File: src/rtl/sms_request_arbiter.sv
// Fixed-priority arbiter for four SMS request sources feeding one GSM sender.
// Latches request edges, grants one source, strobes load, holds start, waits, then gaps.
module sms_request_arbiter #(
    parameter int HOLD_CYCLES    = 16,
    parameter int GAP_CYCLES     = 1000,
    parameter int TIMEOUT_CYCLES = 50_000_000,
    parameter int CNT_W          = 26
) (
    input  logic       clk,
    input  logic       rst_n,
    input  logic [3:0] req_in,
    input  logic       sms_done,
    output logic [1:0] sel,
    output logic       load,
    output logic       start,
    output logic [3:0] pending,
    output logic       busy,
    output logic       err_timeout,
    output logic [2:0] state
);

    typedef enum logic [2:0] {
        S_IDLE  = 3'd0,
        S_LOAD  = 3'd1,
        S_START = 3'd2,
        S_WAIT  = 3'd3,
        S_GAP   = 3'd4
    } state_e;

    localparam logic [CNT_W-1:0] HOLD_LD = CNT_W'(HOLD_CYCLES - 1);
    localparam logic [CNT_W-1:0] GAP_LD  = CNT_W'(GAP_CYCLES - 1);
    localparam logic [CNT_W-1:0] TMO_LD  = CNT_W'(TIMEOUT_CYCLES - 1);
    localparam logic [CNT_W-1:0] ONE     = CNT_W'(1);

    state_e           state_q, state_d;
    logic [CNT_W-1:0] cnt_q, cnt_d;
    logic [3:0]       prev_q;
    logic [3:0]       evt_q;
    logic [3:0]       pend_q, pend_d;
    logic [1:0]       sel_q, sel_d;
    logic             load_q, start_q, busy_q, err_q;
    logic             err_d;
    logic [3:0]       clr;

    always_comb begin
        state_d = state_q;
        cnt_d   = cnt_q;
        sel_d   = sel_q;
        clr     = 4'b0000;
        err_d   = 1'b0;
        case (state_q)
            S_IDLE: begin
                if (|pend_q) begin
                    state_d = S_LOAD;
                    // fire > gas > smoke > delivery
                    if (pend_q[1])      sel_d = 2'd1;
                    else if (pend_q[2]) sel_d = 2'd2;
                    else if (pend_q[3]) sel_d = 2'd3;
                    else                sel_d = 2'd0;
                    clr = 4'b0001 << sel_d;
                end
            end
            S_LOAD: begin
                cnt_d   = HOLD_LD;
                state_d = S_START;
            end
            S_START: begin
                if (cnt_q == '0) begin
                    cnt_d   = TMO_LD;
                    state_d = S_WAIT;
                end else begin
                    cnt_d = cnt_q - ONE;
                end
            end
            S_WAIT: begin
                if (sms_done) begin
                    cnt_d   = GAP_LD;
                    state_d = S_GAP;
                end else if (cnt_q == '0) begin
                    err_d   = 1'b1;
                    cnt_d   = GAP_LD;
                    state_d = S_GAP;
                end else begin
                    cnt_d = cnt_q - ONE;
                end
            end
            S_GAP: begin
                if (cnt_q == '0) state_d = S_IDLE;
                else             cnt_d   = cnt_q - ONE;
            end
            default: state_d = S_IDLE;
        endcase
        // a new event on the source being granted keeps its flag
        pend_d = (pend_q & ~clr) | evt_q;
    end

    always_ff @(posedge clk) begin
        if (!rst_n) begin
            state_q <= S_IDLE;
            cnt_q   <= '0;
            prev_q  <= 4'b0000;
            evt_q   <= 4'b0000;
            pend_q  <= 4'b0000;
            sel_q   <= 2'd0;
            load_q  <= 1'b0;
            start_q <= 1'b0;
            busy_q  <= 1'b0;
            err_q   <= 1'b0;
        end else begin
            state_q <= state_d;
            cnt_q   <= cnt_d;
            prev_q  <= req_in;
            evt_q   <= req_in & ~prev_q;
            pend_q  <= pend_d;
            sel_q   <= sel_d;
            load_q  <= (state_d == S_LOAD);
            start_q <= (state_d == S_START);
            busy_q  <= (state_d != S_IDLE);
            err_q   <= err_d;
        end
    end

    assign sel         = sel_q;
    assign load        = load_q;
    assign start       = start_q;
    assign pending     = pend_q;
    assign busy        = busy_q;
    assign err_timeout = err_q;
    assign state       = state_q;

endmodule

File: config.mk
export PLATFORM = sky130hd
export DESIGN_NAME = sms_request_arbiter
export DESIGN_NICKNAME = d
export VERILOG_FILES = /design/src/rtl/sms_request_arbiter.sv
export SDC_FILE = /design/constraint.sdc
export NUM_CORES = 1
export LEC_CHECK = 0
export ABC_AREA = 1
export ABC_CLOCK_PERIOD_IN_PS = 3300
export BUFFER_PORTS_ARGS = -buffer_cell sky130_fd_sc_hd__clkbuf_2
export CORE_MARGIN = 10
export CORE_UTILIZATION = 45
export DETAILED_ROUTE_END_ITERATION = 10
export GPL_ROUTABILITY_DRIVEN = 1
export PLACE_DENSITY = 0.67
export SLEW_MARGIN = 15
export SYNTH_ARGS = -nofsm -noshare
export SYNTH_HDL_FRONTEND = slang
export SYNTH_SLANG_ARGS = --single-unit
File: constraint.sdc
create_clock -name clk -period 3.3 [get_ports clk]
set_input_delay 0.495 -clock clk [delete_from_list [all_inputs] [get_ports clk]]
set_output_delay 0.495 -clock clk [all_outputs]
set_load 0.02 [all_outputs]
# == Yosys cells after proc, flatten, opt, wreduce, memory -nomap -nowiden ==
# Index checks and enable logic that the tools add are counted.
# totals
reg_bits,47
# classes
shift,1
reduce_logical,8
mux,19
addsub,1
eq_ne,7
bitwise,7
# op_table
operator,count
$mux 26,4
$pmux 26 s4,1
$logic_not 26->1,1
$sub 26x1->26 const B,1
$mux 3,5
$pmux 3 s5,1
$mux 2,5
$eq 3x2->1 const B,3
$and 4x4->4,2
$mux 4,2
$not 4->4,2
$eq 3x1->1 const B,2
$or 4x4->4,1
$reduce_and 2->1,2
$reduce_bool 4->1,1
$reduce_or 4->1,1
$shl 1x2->4 const A,1
$eq 3x3->1 const B,1
$logic_not 3->1,1
$reduce_bool 3->1,1
$reduce_or 3->1,1
$ne 2x2->1 const B,1
$not 1->1,2
$mux 1,1

# == Longest topological paths before layout ==
# Gate-level depths: netlist of run 1.
# depth
word_depth,11
depth_mapped,13
ltp_nobuf,12

# == Worst setup path before layout of run 1 ==
# OpenSTA, ideal clock, no wires.
# synth_timing
kind,register to register
start,register cnt_q[0]
end,register cnt_q[10]
synth_period_minus_slack_ns,1.764
setup_slack_ns,1.536
arrival_time_ns,1.646
n_path_buf,1
setup_ns,0.118
path_stages_with_launch,13
cell_sequence,dfxtp_1 inv_1 ha_1 nand3_1 nor2_2 nand2_1 nor2_4 nand2_1 nand2_2 buf_6 o21ai_0 nand2_1 nor2_1
# synth_between
elab_chain_len,4
word_cells_on_any_way,9
classes_between,1 x add/sub; 1 x eq/ne; 5 x mux; 2 x reduce/logical
# synth_rtl
element,line_no,rtl
from (decl),36,"logic [CNT_W-1:0] cnt_q, cnt_d;"
from (signal assigned),111,cnt_q <= cnt_d;
$sub 26x1->26 or $logic_not 26->1 (tied branches),--,
$mux 26,79,end else if (cnt_q == '0) begin
$mux 26,76,if (sms_done) begin
$pmux 26 s4,51,case (state_q)
# Several ways; a longest one is shown, not always the timed one. The select of a mux whose other input is x is not followed.
# A chain may end at the register's enable or synchronous reset.

# == Worst setup path after layout of run 1 ==
# layout_timing
start,register cnt_q[0]
end,register cnt_q[15]
# The elaborated chain is that of the path after synthesis.

==> results of run 1 <==
power by group through the flow:
| stage | registers (mW) | logic (mW) | clock network [mW] |
|---|---|---|---|
| final | 0.728 | 1.48 | 0.528 |
| after global routing | 0.741 | 1.68 | 0.558 |
| after CTS | 0.727 | 1.47 | 0.537 |
| after detailed placement | 0.740 | 1.46 | 0 |
| after global placement | 0.738 | 1.44 | 0 |
| after floorplan | 0.750 | 1.14 | 0 |
how the worst max path moves through the flow:
stage | startpoint | endpoint | slack, ns | cells after the start
2_1_floorplan | cnt_q[0] | cnt_q[10] | 1.54 | 12
3_3_place_gp | cnt_q[0] | cnt_q[15] | 1.02 | 11
3_5_place_dp | cnt_q[0] | cnt_q[12] | 0.88 | 11
4_1_cts | cnt_q[0] | cnt_q[12] | 0.87 | 11
5_1_grt | cnt_q[0] | cnt_q[12] | 0.60 | 11
6_report | cnt_q[0] | cnt_q[15] | 0.83 | 11
placed cells by master (no fill, tap or decap), types with 2 or more instances in the layout:
cell	instances
nand2_1	120
nor2_1	68
inv_1	52
dfxtp_1	47
nand3_1	39
a21oi_1	25
clkbuf_2	19
o21ai_0	18
nand4_1	9
xor2_1	7
nor2_2	5
nor3_1	5
clkbuf_8	5
inv_2	3
nand2_2	3
nor2_4	2
nand3b_1	2
a211oi_1	2
bufinv_16	2
cell type report:
class | instances | area share
flip-flops and latches | 47 | 0.317
clock inverters | 3 | 0.0240
inverters | 55 | 0.0696
clock buffers | 5 | 0.0232
well taps | 75 | 0.0316
multi-input cells | 316 | 0.500
repair buffers | 20 | 0.0346
synth_stat cells (all sizes together) (2+ instances only):
library cell / number / area, um2
nand2: 124 / 480
nor2: 75 / 309
inv: 55 / 206
dfxtp: 47 / 941
nand3: 40 / 205
a21oi: 25 / 125
o21ai: 20 / 115
nand4: 10 / 68.8
xor2: 7 / 61.3
buf: 5 / 46.3
clkbuf: 5 / 18.8
nor3: 5 / 25.0
a211oi: 2 / 15.0
nand3b: 2 / 15.0
o21bai: 2 / 18.8
metrics by stage:
stage / hold slack, ns / cell area [um2]
finish: 0.382 / 2970
CTS: 0.378 / 2970
floorplan: 0.368 / 2700
global placement: 0.373 / 2830
global route: 0.394 / 2970
detailed placement: 0.378 / 2830
per-layer routing:
| layer | global-route usage | routed length, um | vias to the layer above |
|---|---|---|---|
| li1 | - | - | 1390 |
| met1 | 0.176 | 3100 | 1278 |
| met2 | 0.245 | 3400 | 77 |
| met3 | 0.0334 | 386 | 12 |
| met4 | 0.0526 | 132 | 0 |
| met5 | 0 | 0 | - |
cell families after synthesis:
kind of cell	synth area share
simple gates	0.412
compound gates	0.111
buf+inv	0.101
xor+xnor	0.0227
fa+ha+maj	0.00464
flops	0.349
state kept, by name, indices dropped and copies added, names as in the netlist:
register / count
prev_q: 4
err_timeout: 1
state: 3
cnt_q: 26
evt_q: 4
load: 1
pending: 4
busy: 1
start: 1
sel: 2
critical path: stages (launching register included):
cell and delay (ns):
dfxtp_1 0.33, inv_1 0.11, ha_1 0.22, nand3_1 0.17
nor2_2 0.24, nand2_1 0.13, nor2_4 0.17, nand2_1 0.10
nand2_2 0.41, nor2_1 0.24, nand3_1 0.14, a21oi_1 0.07
==> impl_metrics.py, run 1 <==
metrics = {
    "timing": {
        "postLayoutSetupSlackWorst_ns": 0.831,
        "min_period_ns": 2.47,
        "timing.final.max_slew_violations": 0,
        "timing.max_slew.rel_slack": 0.479,
        "fin_crit_sh": 0.748,
        "tightest_slew_ns": 0.778,
        "timing.fmax_mhz": 405,
        "setup_repair_after_global_routing_missed_its_margin": "false",
        "finClkSkew_ns": 0.00602,
        "final_setup_violation_count": 0,
        "hold_violations": 0,
        "totalNegativeSetupSlack_ns": 0,
    },
    "clocking": {
        "ctsHtreeMaxLevel": 2,
        "clk_latency_ns": 0.31,
        "worst_setup_hold_path_clk_slew_ns": 0.10,
        "tritoncts.num_buffers": 5,
        "cts_max_path_buffers": 2,
        "cts_hold_repair.buffers": 0,
        "postCtsResizedCells": 0,
        "cts_sinks": 47,
        "cts_post_setup_buffers_inserted": 0,
        "tritoncts": "built",
        "cts-root-buf": "clkbuf_8",
    },
    "power_and_ir_drop": {
        "peakVddDrop_v": 0.000441,
        "p_switching_mw": 1.32,
        "total_power_mw": 2.74,
        "clkPwrFrac": 0.193,
        "comb_power_share": 0.542,
        "p_sw_frac": 0.483,
        "sequential_share_of_power": 0.266,
        "p_int_mw": 1.42,
        "cellPowerDensity_nw_per_um2": 923,
        "leakage_nw": 1.45,
    },
    "min_path": {
        "worstHoldPathType": "in -> reg",
        "hold_path_end": "prev_q[0]",
        "hold-path-cell-count": 3,
        "min-delay-start": "req_in[0]",
    },
    "layout": {
        "diodes": 0,
        "finish.cell_count_without_fillers": 521,
        "post-route-util": 0.504,
        "final_layout_size_suffix_gt1_frac": 0.108,
        "seqCellArea_um2": 941,
        "num-nets-final": 453,
        "multi_input_comb_area_um2": 1480,
        "n_fill_cell": 620,
        "synthToLayoutAreaGrowth_pct": 10.1,
    },
    "die": {
        "die-area_um2": 9490,
        "rows": 28,
        "coreArea_um2": 5890,
        "die_width_um": 97.4,
        "io_pins": 20,
        "initial_utilization": 0.458,
        "die_h_um": 97.4,
    },
    "routing": {
        "drt_total_wl_um": 7030,
        "wire_per_inst_um": 13.5,
        "post_drt_antenna_nets": 0,
        "detail_route.iter0.violations": 243,
        "detail_route.vias_per_cell": 5.29,
        "first_pass_iters": 4,
        "detail_route.drc_violations": 0,
        "via_count": 2757,
    },
    "synth": {
        "async_set_or_reset_register_ratio_after_synthesis": 0,
        "synth_cell_type_count": 31,
        "synthFlopType": "dfxtp_1",
        "synth_enable_flop_cells": 0,
        "synth-seq-cells": 47,
        "syn-cell-area_um2": 2700,
        "synthesis.yosys.warnings": 0,
        "mean_instance_size_in_the_synthesized_netlist_um2": 6.30,
        "postSynthNetCount": 436,
        "post_synthesis_sequential_area_ratio": 0.349,
        "postSynthCellCount": 428,
    },
    "setup_path": {
        "reg2reg_slack_ns": 0.83,
        "worstPathMaxFanout": 21,
        "critical_path_required_ns": 3.47,
        "timing.rr.start": "cnt_q[0]",
        "worst_setup_path_start_kind": "register",
        "worstSetupEndpointType": "register",
        "critPathArrivalTime_ns": 2.64,
        "reg2reg_to": "cnt_q[15]",
        "r2r.worst_path.cells": 11,
        "worst-setup-path-type": "reg -> reg",
    },
    "run": {
        "cap_viol_max_count": 0,
    },
    "place": {
        "preCtsSetupSlack_ns": 0.878,
        "dp.final_hpwl_um": 5150,
        "port_buffers": 19,
        "gpl.final_weighted_congestion": 0.928,
        "number_of_placed_instances_taps_included": 513,
    },
    "grt": {
        "antenna_found_initial": 0,
        "grt-ovfl-total": 0,
        "grt_pass1_wl_um": 11800,
        "largest_net_degree_at_the_start_of_global_routing": 28,
        "grt_util_all_layers": 0.146,
        "grt_pass1_vias": 2487,
    },
    "status": {
        "status": "complete, no violations",
    },
}
No activity file was read; power rests on OpenSTA's default activity.
==> inputs of run 2 (changes only) <==
Settings changed: ABC_AREA 1 to 0, ABC_CLOCK_PERIOD_IN_PS 3300 to 2090, PLACE_DENSITY 0.67 to 0.69.
Clock period 3.3 ns to 2.09 ns, I/O delays scaled along.
==> impl_metrics.py, run 2 <==
metrics = {
    "layout": {
        "number_of_flip_flops_under_the_largest_register_name": 26,
        "synthToLayoutAreaGrowth_pct": 48.5,
        "commonest_non_fill_non_tap_cell_in_the_layout": "buf_4",
        "final_layout_size_suffix_gt1_frac": 0.410,
        "num-nets-final": 383,
        "n_fill_cell": 414,
        "diodes": 0,
        "regMostFlops": "cnt_q",
        "final_cell_mix": "buf_4, dfxtp_1, nand2_1",
    },
    "timing": {
        "timing.final.max_slew_violations": 0,
        "finClkSkew_ns": 0.0154,
        "tightest_slew_ns": 0.529,
        "timing.fmax_mhz": 408,
        "setup_repair_after_global_routing_missed_its_margin": "true",
        "min_period_ns": 2.45,
        "timing.max_slew.rel_slack": 0.646,
        "fin_crit_sh": 1.17,
        "totalNegativeSetupSlack_ns": -8.78,
        "hold_violations": 0,
        "final_setup_violation_count": 30,
        "postLayoutSetupSlackWorst_ns": -0.359,
    },
    "synth": {
        "synth-seq-cells": 47,
        "synthFlopType": "dfxtp_1",
        "synth_simple_gate_area_frac": 0.300,
        "postSynthCellCount": 290,
        "synthTopCellsByArea": "dfxtp_1, a21oi_1, nand2_1, nor2_1, or4_1",
        "synth_largest_area_cell": "dfxtp_1",
        "netlist_top_cells_count": "dfxtp_1, nand2_1, a21oi_1, nor2_1, or4_1",
        "syn-cell-area_um2": 2370,
        "synthesis.yosys.warnings": 0,
        "muxShareOfSynthArea": 0.00476,
        "synth_cell_type_count": 55,
        "yosys.area_share.xor_xnor": 0.0185,
        "synth_area_in_compound_gates": 0.235,
        "post_synthesis_sequential_area_ratio": 0.398,
        "synth_enable_flop_cells": 0,
        "async_set_or_reset_register_ratio_after_synthesis": 0,
        "synth_adder_area_share": 0.00529,
        "yosys.cell_count.top_type": "dfxtp_1",
        "mean_instance_size_in_the_synthesized_netlist_um2": 8.16,
        "synth_largest_type_area_fraction": 0.398,
        "dominant_combinational_cell_family_by_area_after_synthesis": "simple AND/OR/NAND/NOR gates",
        "postSynthNetCount": 298,
    },
    "setup_path": {
        "worstSetupEndpointType": "register",
        "worst-setup-path-type": "reg -> reg",
        "r2r.worst_path.cells": 9,
        "worst_setup_path_start_kind": "register",
        "critical_path_required_ns": 2.30,
        "critPathArrivalTime_ns": 2.66,
        "worstPathMaxFanout": 4,
    },
    "die": {
        "initial_utilization": 0.463,
        "die-area_um2": 8560,
        "die_h_um": 92.5,
        "coreArea_um2": 5110,
        "io_pins": 20,
        "die_width_um": 92.5,
        "rows": 26,
    },
    "place": {
        "gpl.final_weighted_congestion": 0.899,
        "port_buffers": 19,
        "dp.final_hpwl_um": 5200,
        "preCtsSetupSlack_ns": -0.415,
    },
    "power_and_ir_drop": {
        "clkPwrFrac": 0.108,
        "p_sw_frac": 0.437,
        "sequential_share_of_power": 0.194,
        "p_int_mw": 3.64,
        "peakVddDrop_v": 0.000722,
        "leakage_nw": 1.44,
        "comb_power_share": 0.698,
        "cellPowerDensity_nw_per_um2": 1840,
        "p_switching_mw": 2.82,
    },
    "status": {
        "status": "finished with violations",
        "violations": "setup timing",
    },
    "clocking": {
        "clk_latency_ns": 0.31,
        "cts_hold_repair.buffers": 0,
        "tritoncts": "built",
        "tritoncts.num_buffers": 5,
        "cts-root-buf": "clkbuf_8",
        "worst_setup_hold_path_clk_slew_ns": 0.10,
        "ctsHtreeMaxLevel": 2,
        "cts_sinks": 47,
        "cts_max_path_buffers": 2,
    },
    "routing": {
        "post_drt_antenna_nets": 0,
        "wire_per_inst_um": 17.5,
        "via_count": 2671,
        "drt_total_wl_um": 7810,
        "detail_route.vias_per_cell": 5.99,
        "detail_route.iter0.violations": 329,
        "first_pass_iters": 5,
        "detail_route.drc_violations": 0,
    },
    "grt": {
        "grt_util_all_layers": 0.168,
        "antenna_found_initial": 0,
        "grt-ovfl-total": 0,
        "grt_pass1_vias": 2402,
        "grt_pass1_wl_um": 11900,
        "largest_net_degree_at_the_start_of_global_routing": 17,
    },
    "min_path": {
        "hold-path-cell-count": 2,
        "worstHoldPathType": "in -> reg",
    },
    "run": {
        "cap_viol_max_count": 0,
    },
}
## run 2: cell types whose count changed after synthesis, moves of 6 or more
cell and change:
nor2b_1 +6, o21ai_1 +9, inv_1 -43, o21ai_0 -11, nor2_1 -45, nor4_1 +8, or3_1 +10, nand3_1 -31
nand2_1 -92, or4_1 +11
## run 2: power by group through the flow
stage          Clock [mW]  Combinational [mW]  Sequential [mW]
2_1_floorplan           0                2.02             1.32
3_3_place_gp            0                3.50             1.24
3_5_place_dp            0                3.57             1.25
4_1_cts             0.710                3.86             1.24
5_1_grt             0.741                4.78             1.28
6_report            0.701                4.51             1.25
## run 2: cell type report
type | instances | area, um2 | share of cell area
Tap cell | 70 | 87.6 | 0.0249
Clock buffer | 5 | 68.8 | 0.0196
Timing Repair Buffer | 89 | 731 | 0.208
Sequential cell | 47 | 946 | 0.269
Clock inverter | 3 | 46.3 | 0.0132
Multi-Input combinational cell | 222 | 1600 | 0.454
Inverter | 10 | 37.5 | 0.0107
## run 2: per-layer routing
layer,global-route usage,up-vias,wire length (um)
met4,0.0553,0,163
met5,0,-,0
met1,0.222,1275,3520
met2,0.265,112,3640
li1,-,1265,-
met3,0.0339,19,490
## run 2: path summary, 6_finish.rpt
path,startpoint,end,slack [ns]
setup reg to reg,cnt_q[21],cnt_q[22],-0.36
hold reg to reg,prev_q[2],evt_q[2],0.39
hold / removal,req_in[3],prev_q[3],0.21
setup / recovery,cnt_q[21],cnt_q[22],-0.36
## run 2: cell families after synthesis
group / count (synthesis)
buffers and inverters: 21
multiplexers: 1
flip-flops: 47
XOR/XNOR: 5
adder cells (fa/ha/maj): 1
AO/OA/AOI/OAI: 86
AND/OR/NAND/NOR: 129
## run 2: worst max-delay path, stage by stage (launching register included)
cell and delay, ns:
dfxtp_2 0.33, or4_4 0.53, or4_4 0.54, nor4_4 0.18, buf_4 0.17, o21a_4 0.19
buf_12 0.13, clkbuf_16 0.13, or4_1 0.10, a21oi_1 0.06
## run 2: through the flow
stage	area, um2	hold WS, ns	std cells	total power, mW	util
after floorplan	2460	0.367	290	3.34	-
after global placement	3040	0.370	429	4.74	0.595
after detailed placement	3040	0.376	429	4.82	0.595
after CTS	3290	0.211	441	5.81	0.645
after global routing	3510	0.216	446	6.80	0.688
final	3510	0.214	446	6.46	0.688
## run 2: timing repair
action                                  4_1_cts  5_1_grt
endpoints found under the setup margin       32       32
cloned                                        2        1
setup buffers                                 2        6
pin swaps                                     8       13
gates resized for setup                      14       36
endpoints found under the hold margin         0        0
==> inputs of run 3 (changes only) <==
Settings changed: CORE_UTILIZATION 45 to 41, MAX_ROUTING_LAYER set to met4, PLACE_DENSITY 0.69 to 0.65.
==> impl_metrics.py, run 3 (synthesis gave the netlist of run 2 again) <==
metrics = {
    "place": {
        "dp.final_hpwl_um": 5380,
        "port_buffers": 19,
        "gpl.final_weighted_congestion": 0.894,
        "dpl_cell_area_um2": 3080,
        "number_of_placed_instances_taps_included": 437,
        "preCtsSetupSlack_ns": -0.404,
    },
    "routing": {
        "first_pass_iters": 5,
        "detail_route.vias_per_cell": 5.78,
        "drt_total_wl_um": 7720,
        "via_count": 2623,
        "detail_route.iter0.violations": 245,
        "wire_per_inst_um": 17.0,
        "post_drt_antenna_nets": 0,
        "detail_route.drc_violations": 0,
    },
    "grt": {
        "grt_util_all_layers": 0.170,
        "antenna_found_initial": 0,
        "grt_pass1_vias": 2449,
        "grt-ovfl-total": 0,
        "grt_pass1_wl_um": 12200,
        "largest_net_degree_at_the_start_of_global_routing": 17,
    },
    "clocking": {
        "cts_hold_repair.buffers": 0,
        "cts-root-buf": "clkbuf_8",
        "cts_max_path_buffers": 2,
        "clk_latency_ns": 0.31,
        "cts_sinks": 47,
        "tritoncts": "built",
        "tritoncts.num_buffers": 5,
        "worst_setup_hold_path_clk_slew_ns": 0.10,
        "ctsHtreeMaxLevel": 2,
    },
    "setup_path": {
        "critPathArrivalTime_ns": 2.63,
        "critical_path_required_ns": 2.28,
        "timing.rr.start": "cnt_q[21]",
        "reg2reg_slack_ns": -0.35,
        "reg2reg_to": "cnt_q[11]",
        "worstSetupEndpointType": "register",
        "worst-setup-path-type": "reg -> reg",
        "r2r.worst_path.cells": 9,
        "worstPathMaxFanout": 5,
        "worst_setup_path_start_kind": "register",
    },
    "timing": {
        "final_setup_violation_count": 30,
        "postLayoutSetupSlackWorst_ns": -0.348,
        "finClkSkew_ns": 0.00905,
        "timing.final.max_slew_violations": 0,
        "hold_ws_ns": 0.218,
        "totalNegativeSetupSlack_ns": -7.40,
        "min_period_ns": 2.44,
        "tightest_slew_ns": 0.435,
        "hold_violations": 0,
        "timing.fmax_mhz": 410,
        "fin_crit_sh": 1.17,
        "timing.max_slew.rel_slack": 0.708,
        "setup_repair_after_global_routing_missed_its_margin": "true",
    },
    "layout": {
        "finish.cell_count_without_fillers": 454,
        "synthToLayoutAreaGrowth_pct": 47.9,
        "commonest_non_fill_non_tap_cell_in_the_layout": "buf_4",
        "final_layout_size_suffix_gt1_frac": 0.403,
        "final_cell_mix": "buf_4, dfxtp_1, nand2_1",
        "seqCellArea_um2": 943,
        "multi_input_comb_area_um2": 1590,
        "n_fill_cell": 463,
        "post-route-util": 0.632,
        "number_of_flip_flops_under_the_largest_register_name": 26,
        "num-nets-final": 389,
        "regMostFlops": "cnt_q",
        "layout.cell_area.non_filler_um2": 3500,
        "diodes": 0,
    },
    "die": {
        "die-area_um2": 9210,
        "die_width_um": 96.0,
        "coreArea_um2": 5540,
        "initial_utilization": 0.427,
        "die_h_um": 96.0,
        "rows": 27,
        "io_pins": 20,
    },
    "power_and_ir_drop": {
        "clkPwrFrac": 0.110,
        "sequential_share_of_power": 0.197,
        "peakVddDrop_v": 0.000772,
        "leakage_nw": 1.44,
        "p_int_mw": 3.69,
        "cellPowerDensity_nw_per_um2": 1840,
        "p_sw_frac": 0.427,
        "p_switching_mw": 2.75,
        "comb_power_share": 0.693,
        "total_power_mw": 6.43,
    },
    "min_path": {
        "hold-path-cell-count": 2,
        "worstHoldPathType": "in -> reg",
        "min-delay-start": "req_in[2]",
        "hold_path_end": "prev_q[2]",
    },
    "run": {
        "cap_viol_max_count": 0,
    },
    "status": {
        "status": "finished with violations",
        "violations": "setup timing",
    },
}
## run 3: changes by cell type in the layout (fill, tap and decap cells not counted), sizes merged
cell,previous run,this run
clkbuf,25,24
buf,69,76
clkinvlp,1,0
clkinv,1,2
## run 3: repair_timing
item	4_1_cts	5_1_grt
buffers inserted	3	6
endpoints found under the setup margin	32	32
gates cloned	2	0
endpoints found under the hold margin	0	0
pin swaps	13	17
resized for setup	28	25
## run 3: cell type report
type                       instances  area share
clock buffer                       5      0.0197
clock inverter                     3      0.0136
inverter                          10      0.0107
multi-input combinational        222       0.454
sequential                        47       0.270
tap                               72      0.0257
timing repair buffer              95       0.207
## run 3: critical path, cell delays in order (launching register included)
cell and delay [ns]:
dfxtp_2 0.34, or4_4 0.53, or4_4 0.47, nor4_4 0.24, buf_4 0.19, buf_12 0.10, a22oi_2 0.08, o21ai_1 0.14
buf_4 0.20, a21oi_2 0.04
## run 3: layer usage
metal | vias up | part of all wire | GRT usage
met5 | - | 0 | -
met4 | 0 | 0.011 | 0.0479
met3 | 11 | 0.050 | 0.0288
met2 | 74 | 0.50 | 0.272
met1 | 1259 | 0.44 | 0.216
li1 | 1279 | - | -
## run 3: worst max-delay path by stage
stage                     startpoint        end  slack (ns)
final                      cnt_q[21]  cnt_q[11]       -0.35
after global routing       cnt_q[21]  cnt_q[13]       -0.40
after CTS                  cnt_q[21]   cnt_q[3]       -0.26
after detailed placement   cnt_q[21]   cnt_q[3]       -0.40
after global placement     cnt_q[21]  cnt_q[23]       -0.36
after floorplan            cnt_q[19]   cnt_q[3]       -0.42
## run 3: power groups by stage
stage / Sequential, mW / Clock, mW / Combinational, mW
after floorplan: 1.32 / 0 / 2.02
after global placement: 1.27 / 0 / 3.50
after detailed placement: 1.28 / 0 / 3.53
after CTS: 1.26 / 0.714 / 3.95
after global routing: 1.29 / 0.745 / 4.79
final: 1.27 / 0.707 / 4.46
